===== config.mk =====
export PLATFORM = sky130hd
export DESIGN_NAME = board_input_conditioner
export DESIGN_NICKNAME = d
export VERILOG_FILES = /design/src/rtl/board_input_conditioner.sv
export SDC_FILE = /design/constraint.sdc
export NUM_CORES = 1
export LEC_CHECK = 0
export CORE_ASPECT_RATIO = 2
export CORE_MARGIN = 4
export CORE_UTILIZATION = 50
export CTS_BUF_LIST = sky130_fd_sc_hd__clkbuf_8
export DETAILED_ROUTE_END_ITERATION = 7
export PLACE_DENSITY = 0.72
export SLEW_MARGIN = 20
export SYNTH_ARGS = -nofsm -noshare
export SYNTH_HDL_FRONTEND = slang
export SYNTH_SLANG_ARGS = --single-unit

===== constraint.sdc =====
create_clock -name CLK_125 -period 5.9 [get_ports CLK_125]
set_clock_uncertainty 0.2 [all_clocks]
set_input_delay 1.475 -clock CLK_125 [delete_from_list [all_inputs] [get_ports CLK_125]]
set_output_delay 1.475 -clock CLK_125 [all_outputs]
set_load 0.005 [all_outputs]

===== src/rtl/board_input_conditioner.sv =====
// Board input conditioner: synchronises and debounces push buttons and DIP switches,
// and derives button press/release/hold pulses and a DIP change strobe.
module board_input_conditioner #(
  parameter int N_BTN       = 5,
  parameter int N_SW        = 8,
  parameter int DEB_CYCLES  = 1250000,
  parameter int HOLD_CYCLES = 125000000,
  parameter int CNT_W       = 27
) (
  input  logic             CLK_125,
  input  logic             reset_n,
  input  logic [N_BTN-1:0] push_btn,
  input  logic [N_SW-1:0]  DIP_sw,
  output logic [N_BTN-1:0] btn_level,
  output logic [N_BTN-1:0] btn_press,
  output logic [N_BTN-1:0] btn_release,
  output logic [N_BTN-1:0] btn_hold,
  output logic [N_SW-1:0]  sw_level,
  output logic             sw_changed
);

  localparam int N_IN = N_BTN + N_SW;
  localparam logic [CNT_W-1:0] DEB_LAST  = CNT_W'(DEB_CYCLES - 1);
  localparam logic [CNT_W-1:0] HOLD_LAST = CNT_W'(HOLD_CYCLES - 1);

  typedef enum logic [1:0] {
    ST_RELEASED = 2'd0,
    ST_PRESSED  = 2'd1,
    ST_HELD     = 2'd2
  } btn_state_t;

  logic [N_IN-1:0]  raw_s;
  logic [N_IN-1:0]  sync1_r;
  logic [N_IN-1:0]  sync2_r;
  logic [N_IN-1:0]  deb_r;
  logic [CNT_W-1:0] deb_cnt_r [N_IN];
  logic [N_BTN-1:0] btn_deb_s;
  logic [N_SW-1:0]  sw_deb_s;
  btn_state_t       state_r [N_BTN];
  logic [CNT_W-1:0] hc_r [N_BTN];

  // Buttons occupy the low bits so both input kinds share one debounce bank.
  assign raw_s     = {DIP_sw, push_btn};
  assign btn_deb_s = deb_r[N_BTN-1:0];
  assign sw_deb_s  = deb_r[N_IN-1:N_BTN];

  // Two-flop synchroniser followed by a per-bit stability counter.
  always_ff @(posedge CLK_125 or negedge reset_n) begin
    if (!reset_n) begin
      sync1_r <= '0;
      sync2_r <= '0;
      deb_r   <= '0;
      for (int i = 0; i < N_IN; i++) begin
        deb_cnt_r[i] <= '0;
      end
    end else begin
      sync1_r <= raw_s;
      sync2_r <= sync1_r;
      for (int i = 0; i < N_IN; i++) begin
        if (sync2_r[i] == deb_r[i]) begin
          deb_cnt_r[i] <= '0;
        end else if (deb_cnt_r[i] == DEB_LAST) begin
          deb_r[i]     <= sync2_r[i];
          deb_cnt_r[i] <= '0;
        end else begin
          deb_cnt_r[i] <= deb_cnt_r[i] + 1'b1;
        end
      end
    end
  end

  // Per-button event FSM; level and pulses are registered together so they align.
  always_ff @(posedge CLK_125 or negedge reset_n) begin
    if (!reset_n) begin
      btn_level   <= '0;
      btn_press   <= '0;
      btn_release <= '0;
      btn_hold    <= '0;
      for (int i = 0; i < N_BTN; i++) begin
        state_r[i] <= ST_RELEASED;
        hc_r[i]    <= '0;
      end
    end else begin
      btn_level   <= btn_deb_s;
      btn_press   <= '0;
      btn_release <= '0;
      btn_hold    <= '0;
      for (int i = 0; i < N_BTN; i++) begin
        case (state_r[i])
          ST_RELEASED: begin
            if (btn_deb_s[i]) begin
              state_r[i]   <= ST_PRESSED;
              hc_r[i]      <= '0;
              btn_press[i] <= 1'b1;
            end
          end
          ST_PRESSED: begin
            if (!btn_deb_s[i]) begin
              state_r[i]     <= ST_RELEASED;
              btn_release[i] <= 1'b1;
            end else if (hc_r[i] == HOLD_LAST) begin
              state_r[i]  <= ST_HELD;
              btn_hold[i] <= 1'b1;
            end else begin
              hc_r[i] <= hc_r[i] + 1'b1;
            end
          end
          ST_HELD: begin
            if (!btn_deb_s[i]) begin
              state_r[i]     <= ST_RELEASED;
              btn_release[i] <= 1'b1;
            end
          end
          default: begin
            state_r[i] <= ST_RELEASED;
            hc_r[i]    <= '0;
          end
        endcase
      end
    end
  end

  // DIP level register and a single strobe for any bit change.
  always_ff @(posedge CLK_125 or negedge reset_n) begin
    if (!reset_n) begin
      sw_level   <= '0;
      sw_changed <= 1'b0;
    end else begin
      sw_level   <= sw_deb_s;
      sw_changed <= |(sw_deb_s ^ sw_level);
    end
  end

endmodule


==> results of run 1 <==
-- flip-flops by register name, summed over array words and instances, names as in the netlist --
| name | flops |
|---|---|
| deb_cnt_r | 351 |
| hc_r | 135 |
| deb_r | 13 |
| sync1_r | 13 |
| sync2_r | 13 |
| state_r | 10 |
| sw_level | 8 |
| btn_hold | 5 |
| btn_level | 5 |
| btn_press | 5 |
| btn_release | 5 |
| sw_changed | 1 |
-- path summary, 6_finish.rpt --
path | slack [ns] | depth (start not counted) | endpoint
worst max-delay path | 2.64 | 1 | sw_level[2]
worst min-delay path | 0.15 | 0 | sync2_r[7]$_DFF_PN0_
worst max register to register | 2.70 | 5 | deb_cnt_r[291]$_DFF_PN0_
worst min register to register | 0.15 | 0 | sync2_r[7]$_DFF_PN0_
max in group asynchronous | 3.57 | 2 | deb_cnt_r[154]$_DFF_PN0_
min in group asynchronous | 0.67 | 1 | deb_cnt_r[88]$_DFF_PN0_
-- stage by stage --
stage / cells / power, µW
after floorplan: 2959 / 4060
after global placement: 3659 / 4170
after detailed placement: 3659 / 4180
after CTS: 3810 / 7490
after global routing: 3812 / 7670
final: 3812 / 7360
-- cells in the final DEF (no fill, tap or decap), types with 33 or more instances in the layout --
cell type / Yosys / routed
a211o_1: 39 / 39
a21oi_1: 38 / 38
and3_1: 92 / 92
and4_1: 46 / 46
clkbuf_8: 0 / 104
clkdlybuf4s50_1: 0 / 42
dfrtp_1: 564 / 564
ha_1: 33 / 33
inv_1: 86 / 107
nand2_1: 202 / 202
nand3_1: 200 / 200
nand4_1: 138 / 138
nor2_1: 452 / 452
nor3_1: 121 / 121
nor4_1: 92 / 87
o21ai_0: 54 / 53
xnor2_1: 176 / 176
xor2_1: 167 / 167
-- kinds of logic (layout without fill, tap and decap cells) --
| group | Yosys count | count (layout) | share of synthesized area [%] |
|---|---|---|---|
| AOI/OAI and AO/OA | 271 | 271 | 6.87 |
| xor gates and xnor gates | 343 | 343 | 10.6 |
| adders and majority gates | 33 | 33 | 1.46 |
| buffers and inverters | 189 | 291 | 2.64 |
| DFF | 564 | 564 | 49.8 |
| muxes | 25 | 25 | 0.936 |
| other | 0 | 1 | 0 |
| and+or+nand+nor | 1534 | 1534 | 27.7 |
-- area by class of cell --
type / instances / area [µm²] / share of cell area, %
antenna: 1 / 2.50 / 0.00802
clock buffer: 104 / 1430 / 4.59
clock inverter: 47 / 300 / 0.963
inverter: 86 / 323 / 1.03
multi-input combinational: 2206 / 13500 / 43.3
sequential: 564 / 14100 / 45.2
tap: 750 / 938 / 3.01
timing repair buffer: 54 / 568 / 1.82
-- cells in the mapped netlist (4+ instances only) --
library cell	n	area, µm²
and4_1	46	403
mux2i_1	13	130
mux2_2	12	135
nor3_1	121	606
dfrtp_1	564	14100
a211o_1	39	342
o21ai_0	54	270
buf_4	4	30.0
nand2b_1	22	138
and2_1	26	163
or2_2	25	156
a22o_1	11	96.3
clkbuf_1	68	255
nor4b_1	24	210
nor2_1	452	1700
o211a_1	10	100
nor4_1	92	576
nor3b_1	7	52.6
o311ai_0	6	52.6
o311a_1	5	50.1
a21oi_1	38	190
nand3_1	200	1000
or4_1	19	143
o211ai_1	20	150
buf_1	13	48.8
a21o_1	16	120
buf_2	17	85.1
ha_1	33	413
nor2b_1	17	106
o31ai_1	15	113
and3_1	92	576
inv_1	86	323
a31oi_1	15	93.8
nand4_1	138	863
nand2_1	202	758
a221o_1	15	150
xor2_1	167	1460
xnor2_1	176	1540
nor4bb_1	6	60.1
or3_1	26	163
-- power breakdown --
| part | switching, µW | internal, µW | total, µW |
|---|---|---|---|
| logic | 132 | 40.3 | 173 |
| clock network | 1560 | 1700 | 3260 |
| registers | 27.8 | 3900 | 3930 |
-- metal layers --
metal	vias to the layer above	routed length (µm)	GRT usage (%)
li1	10583	-	-
met1	10995	23900	22.6
met2	496	34200	39.1
met3	164	2040	2.88
met4	0	2010	8.73
met5	-	0	0
==> flow_metrics.tcl, run 1 <==
set metrics [dict create \
    outcome "finished clean" \
    path_cells "clkdlybuf4s50_1" \
    clk_latency_ns 0.67 \
    crit_family "buffers and inverters" \
    drc_errors 0 \
    min_period_ns 3.26 \
    critPathBufInv 1 \
    crit_start "sw_level[2]$_DFF_PN0_" \
    n_fill_cell 4923 \
    cts_max_level 3 \
    grt_first_pass_wirelength_um 107000 \
    cts_resized 0 \
    holdCritStartpoint "sync1_r[7]$_DFF_PN0_" \
    endpoint_kind "output port" \
    grt_pass1_vias 23153 \
    routabilityCongestion 0.903 \
    hold_viol_final 0 \
    setup_ws_ns 2.64 \
    ir_drop_uv 206 \
    track_usage_pct 20.5 \
    dieArea_um2 60800 \
    slew_violations 0 \
    yosysSeqAreaShare_pct 49.8 \
    io_buffer_count 43 \
    grt_overflow_total 0 \
    stdcell_area_um2 31200 \
    cts_tree "built" \
    syn_inst 2959 \
    io_pins 44 \
    grt_max_degree 119 \
    worstPathRequired_ns 4.22 \
    cts_setup_buffers 0 \
    drive_above_1_share_pct 6.44 \
    slew_headroom_pct 23.1 \
    drtPass1Iterations 7 \
    cts.clk_slew.worst_paths_ns 0.07 \
    viasPerCell 5.83 \
    p_per_area_nw_per_um2 236 \
    dr.first_iter.drc_count 1331 \
    initial_core_util_pct 50.5 \
    min_path_type "reg -> reg" \
    max_freq_mhz 307 \
    via_count 22238 \
    placed_area_um2 29400 \
    critPathLaunchType "flop" \
    die_w_um 176 \
    syn-num-nets 3007 \
    cts-buffers-inserted 82 \
    rows 123 \
    path_class "reg -> out" \
    nNetsFinal 3042 \
    setup_viol 0 \
    die-height_um 345 \
    synthDistinctLibCells 67 \
    coreArea_um2 56200 \
    cap_violations 0 \
    antenna_found_initial 1 \
    p_leak_uw 0.0133 \
    r2r-start "deb_cnt_r[289]$_DFF_PN0_" \
    async_reset_ff_share_pct 100 \
    cts_max_path_buffers 3 \
    syn_to_final_growth_pct 10.1 \
    dpl_worst_slack_ns 2.56 \
    critPathArrivalTime_ns 1.58 \
    drt-total-wl_um 62100 \
    synth_flop_cell "dfrtp_1" \
    cts_hold_buf 0 \
    path_max_fanout 2 \
    tightestPinTransition_ns 1.14 \
    slowest_delay_ns 0.53 \
    whs_ns 0.150 \
    numClockSinks 564 \
    hpwl_um 42300 \
    finalSetupTns_ns 0 \
    rsz0062_at_grt "false" \
    synth_edf_count 0 \
    syn_area_um2 28300 \
    final.period_utilization_pct 55.2 \
    postRouteAntennaNets 0 \
    synth_seq_cells 564 \
    root_buffer "clkbuf_8" \
    syn_avg_cell_area_um2 9.58 \
    cpMaxStageDelayCell "clkdlybuf4s50_1" \
    ys.warnings.count 0 \
    final_core_util_pct 55.5 \
    wire_per_inst_um 16.3 \
]
Power figures use the tool's default switching activity.
==> inputs of run 2 (changes only) <==
clock period = 3.11 ns   (was 5.9 ns; I/O delays follow)
==> run 2 against run 1 <==
Against the previous run: register-to-register slack worse by 2.3 ns; sequential power up 90%; power up 88%; critical path type is now reg -> reg; clock power up 85%; non-clock buffer count up 46; critical endpoint is now hc_r[128]$_DFFE_PN0P_; design area up 0.92%; first-iteration DRC count down 13%; global-route usage down 0.10 points; worst setup slack worse by 2.2 ns; worst hold slack worse by 0.0037 ns; combinational power up 110%.
==> flow_metrics.tcl, run 2 (same netlist as run 1, synthesis figures left out) <==
set metrics [dict create \
    outcome "finished clean" \
    cts_tree "built" \
    use_met3_pct 2.94 \
    drtPass1Iterations 7 \
    setup_viol 0 \
    cpMaxStageDelayCell "or4_1" \
    r2r_slack_ns 0.41 \
    wire_per_inst_um 16.2 \
    cts_max_level 3 \
    grt_pass1_vias 23095 \
    coreArea_um2 56200 \
    n_fill_cell 4830 \
    routabilityCongestion 0.904 \
    rows 123 \
    max_freq_mhz 370 \
    viasPerCell 5.81 \
    cts_max_path_buffers 3 \
    rsz0062_at_grt "false" \
    slew_violations 0 \
    grt_max_degree 72 \
    busiest_layer "met2" \
    slowest_delay_ns 0.63 \
    stdcell_count 3852 \
    antenna_found_initial 1 \
    min_path_type "reg -> reg" \
    use_met1_pct 22.3 \
    cap_violations 0 \
    dieArea_um2 60800 \
    endpoint_kind "flop" \
    seq_area_um2 14100 \
    regMostFlops "deb_cnt_r" \
    syn_to_final_growth_pct 11.1 \
    cts-buffers-inserted 84 \
    slew_headroom_pct 40.3 \
    final_cell_mix "564 x dfrtp_1, 452 x nor2_1, 202 x nand2_1" \
    io_pins 44 \
    multi_input_area_um2 13500 \
    drt-total-wl_um 62200 \
    via_count 22377 \
    path_class "reg -> reg" \
    hold_viol_final 0 \
    drc_errors 0 \
    postRouteAntennaNets 0 \
    final.period_utilization_pct 86.9 \
    p_leak_uw 0.0136 \
    path_cells "nand3_1, or4_1, o21ai_0, and2_1, a221o_1" \
    drive_above_1_share_pct 7.22 \
    r2r-start "hc_r[111]$_DFFE_PN0P_" \
    largestRegisters "deb_cnt_r x351, hc_r x135" \
    min_period_ns 2.70 \
    reg2reg_depth 5 \
    holdPathStages 0 \
    initial_core_util_pct 50.5 \
    largest_reg_flops 351 \
    root_buffer "clkbuf_8" \
    critPathArrivalTime_ns 3.07 \
    ir_drop_uv 372 \
    track_usage_pct 20.4 \
    whs_ns 0.146 \
    grt_first_pass_wirelength_um 106000 \
    clk_latency_ns 0.65 \
    numClockSinks 564 \
    dr.first_iter.drc_count 1160 \
    dp_cells 3705 \
    path_max_fanout 16 \
    io_buffer_count 43 \
    regToRegEndpoint "hc_r[128]$_DFFE_PN0P_" \
    tightestPinTransition_ns 0.889 \
    die_w_um 176 \
    finalSetupTns_ns 0 \
    grt_overflow_total 0 \
    worstPathRequired_ns 3.48 \
    p_per_area_nw_per_um2 439 \
    use_met2_pct 38.8 \
    die-height_um 345 \
    nNetsFinal 3090 \
    holdCritStartpoint "sync1_r[10]$_DFF_PN0_" \
    hpwl_um 43200 \
    cts_resized 0 \
    critPathLaunchType "flop" \
    min_to "sync2_r[10]$_DFF_PN0_" \
    final_common_cell "dfrtp_1" \
    cts.clk_slew.worst_paths_ns 0.06 \
]
run 2: how the worst max path moves through the flow:
stage               slack [ns]                  endpoint                      from  cells after the start
floorplan                 0.66  deb_cnt_r[288]$_DFF_PN0_  deb_cnt_r[289]$_DFF_PN0_                      7
global placement          0.54      hc_r[86]$_DFFE_PN0P_      hc_r[81]$_DFFE_PN0P_                      6
detailed placement        0.43      hc_r[94]$_DFFE_PN0P_      hc_r[81]$_DFFE_PN0P_                      6
CTS                       0.42      hc_r[94]$_DFFE_PN0P_      hc_r[81]$_DFFE_PN0P_                      6
global route              0.24     hc_r[128]$_DFFE_PN0P_     hc_r[112]$_DFFE_PN0P_                      5
finish                    0.41     hc_r[128]$_DFFE_PN0P_     hc_r[111]$_DFFE_PN0P_                      5
run 2: timing repair:
action                    in CTS  in global routing
hold buffers                   1                  0
setup buffers                  0                  0
hold endpoints to repair      41                  0
run 2: final cells by class:
class	instances	area share [%]
inverter	86	1.03
sequential	564	44.8
multi-input combinational	2206	42.8
timing repair buffer	100	3.07
clock inverter	41	0.712
clock buffer	104	4.55
tap	750	2.98
antenna	1	0.00795
run 2: through the flow:
| step | util (%) | total power, µW | setup WS, ns | cell area, µm² |
|---|---|---|---|---|
| finish | 56.0 | 13800 | 0.406 | 31500 |
| global placement | 53.1 | 7930 | 0.538 | 29800 |
| CTS | 56.0 | 14000 | 0.418 | 31500 |
| floorplan | - | 7710 | 0.661 | 28300 |
| global route | 56.0 | 14400 | 0.243 | 31500 |
| detailed placement | 53.1 | 7950 | 0.431 | 29800 |
run 2: critical path: cells and delay by family (launching register included):
kind | cells | cell delay (ns)
simple gates | 3 | 1.42
compound gates | 2 | 0.55
flops | 1 | 0.47
run 2: routing by layer:
layer | up-vias | wire, µm
li1 | 10654 | -
met1 | 11108 | 23800
met2 | 440 | 34000
met3 | 175 | 2090
met4 | 0 | 2260
met5 | - | 0
run 2: where the power goes:
| group | internal [µW] | leakage (µW) | switching (µW) |
|---|---|---|---|
| Clock | 3170 | 0.000963 | 2850 |
| Sequential | 7400 | 0.00779 | 52.2 |
| Combinational | 97.7 | 0.00480 | 258 |
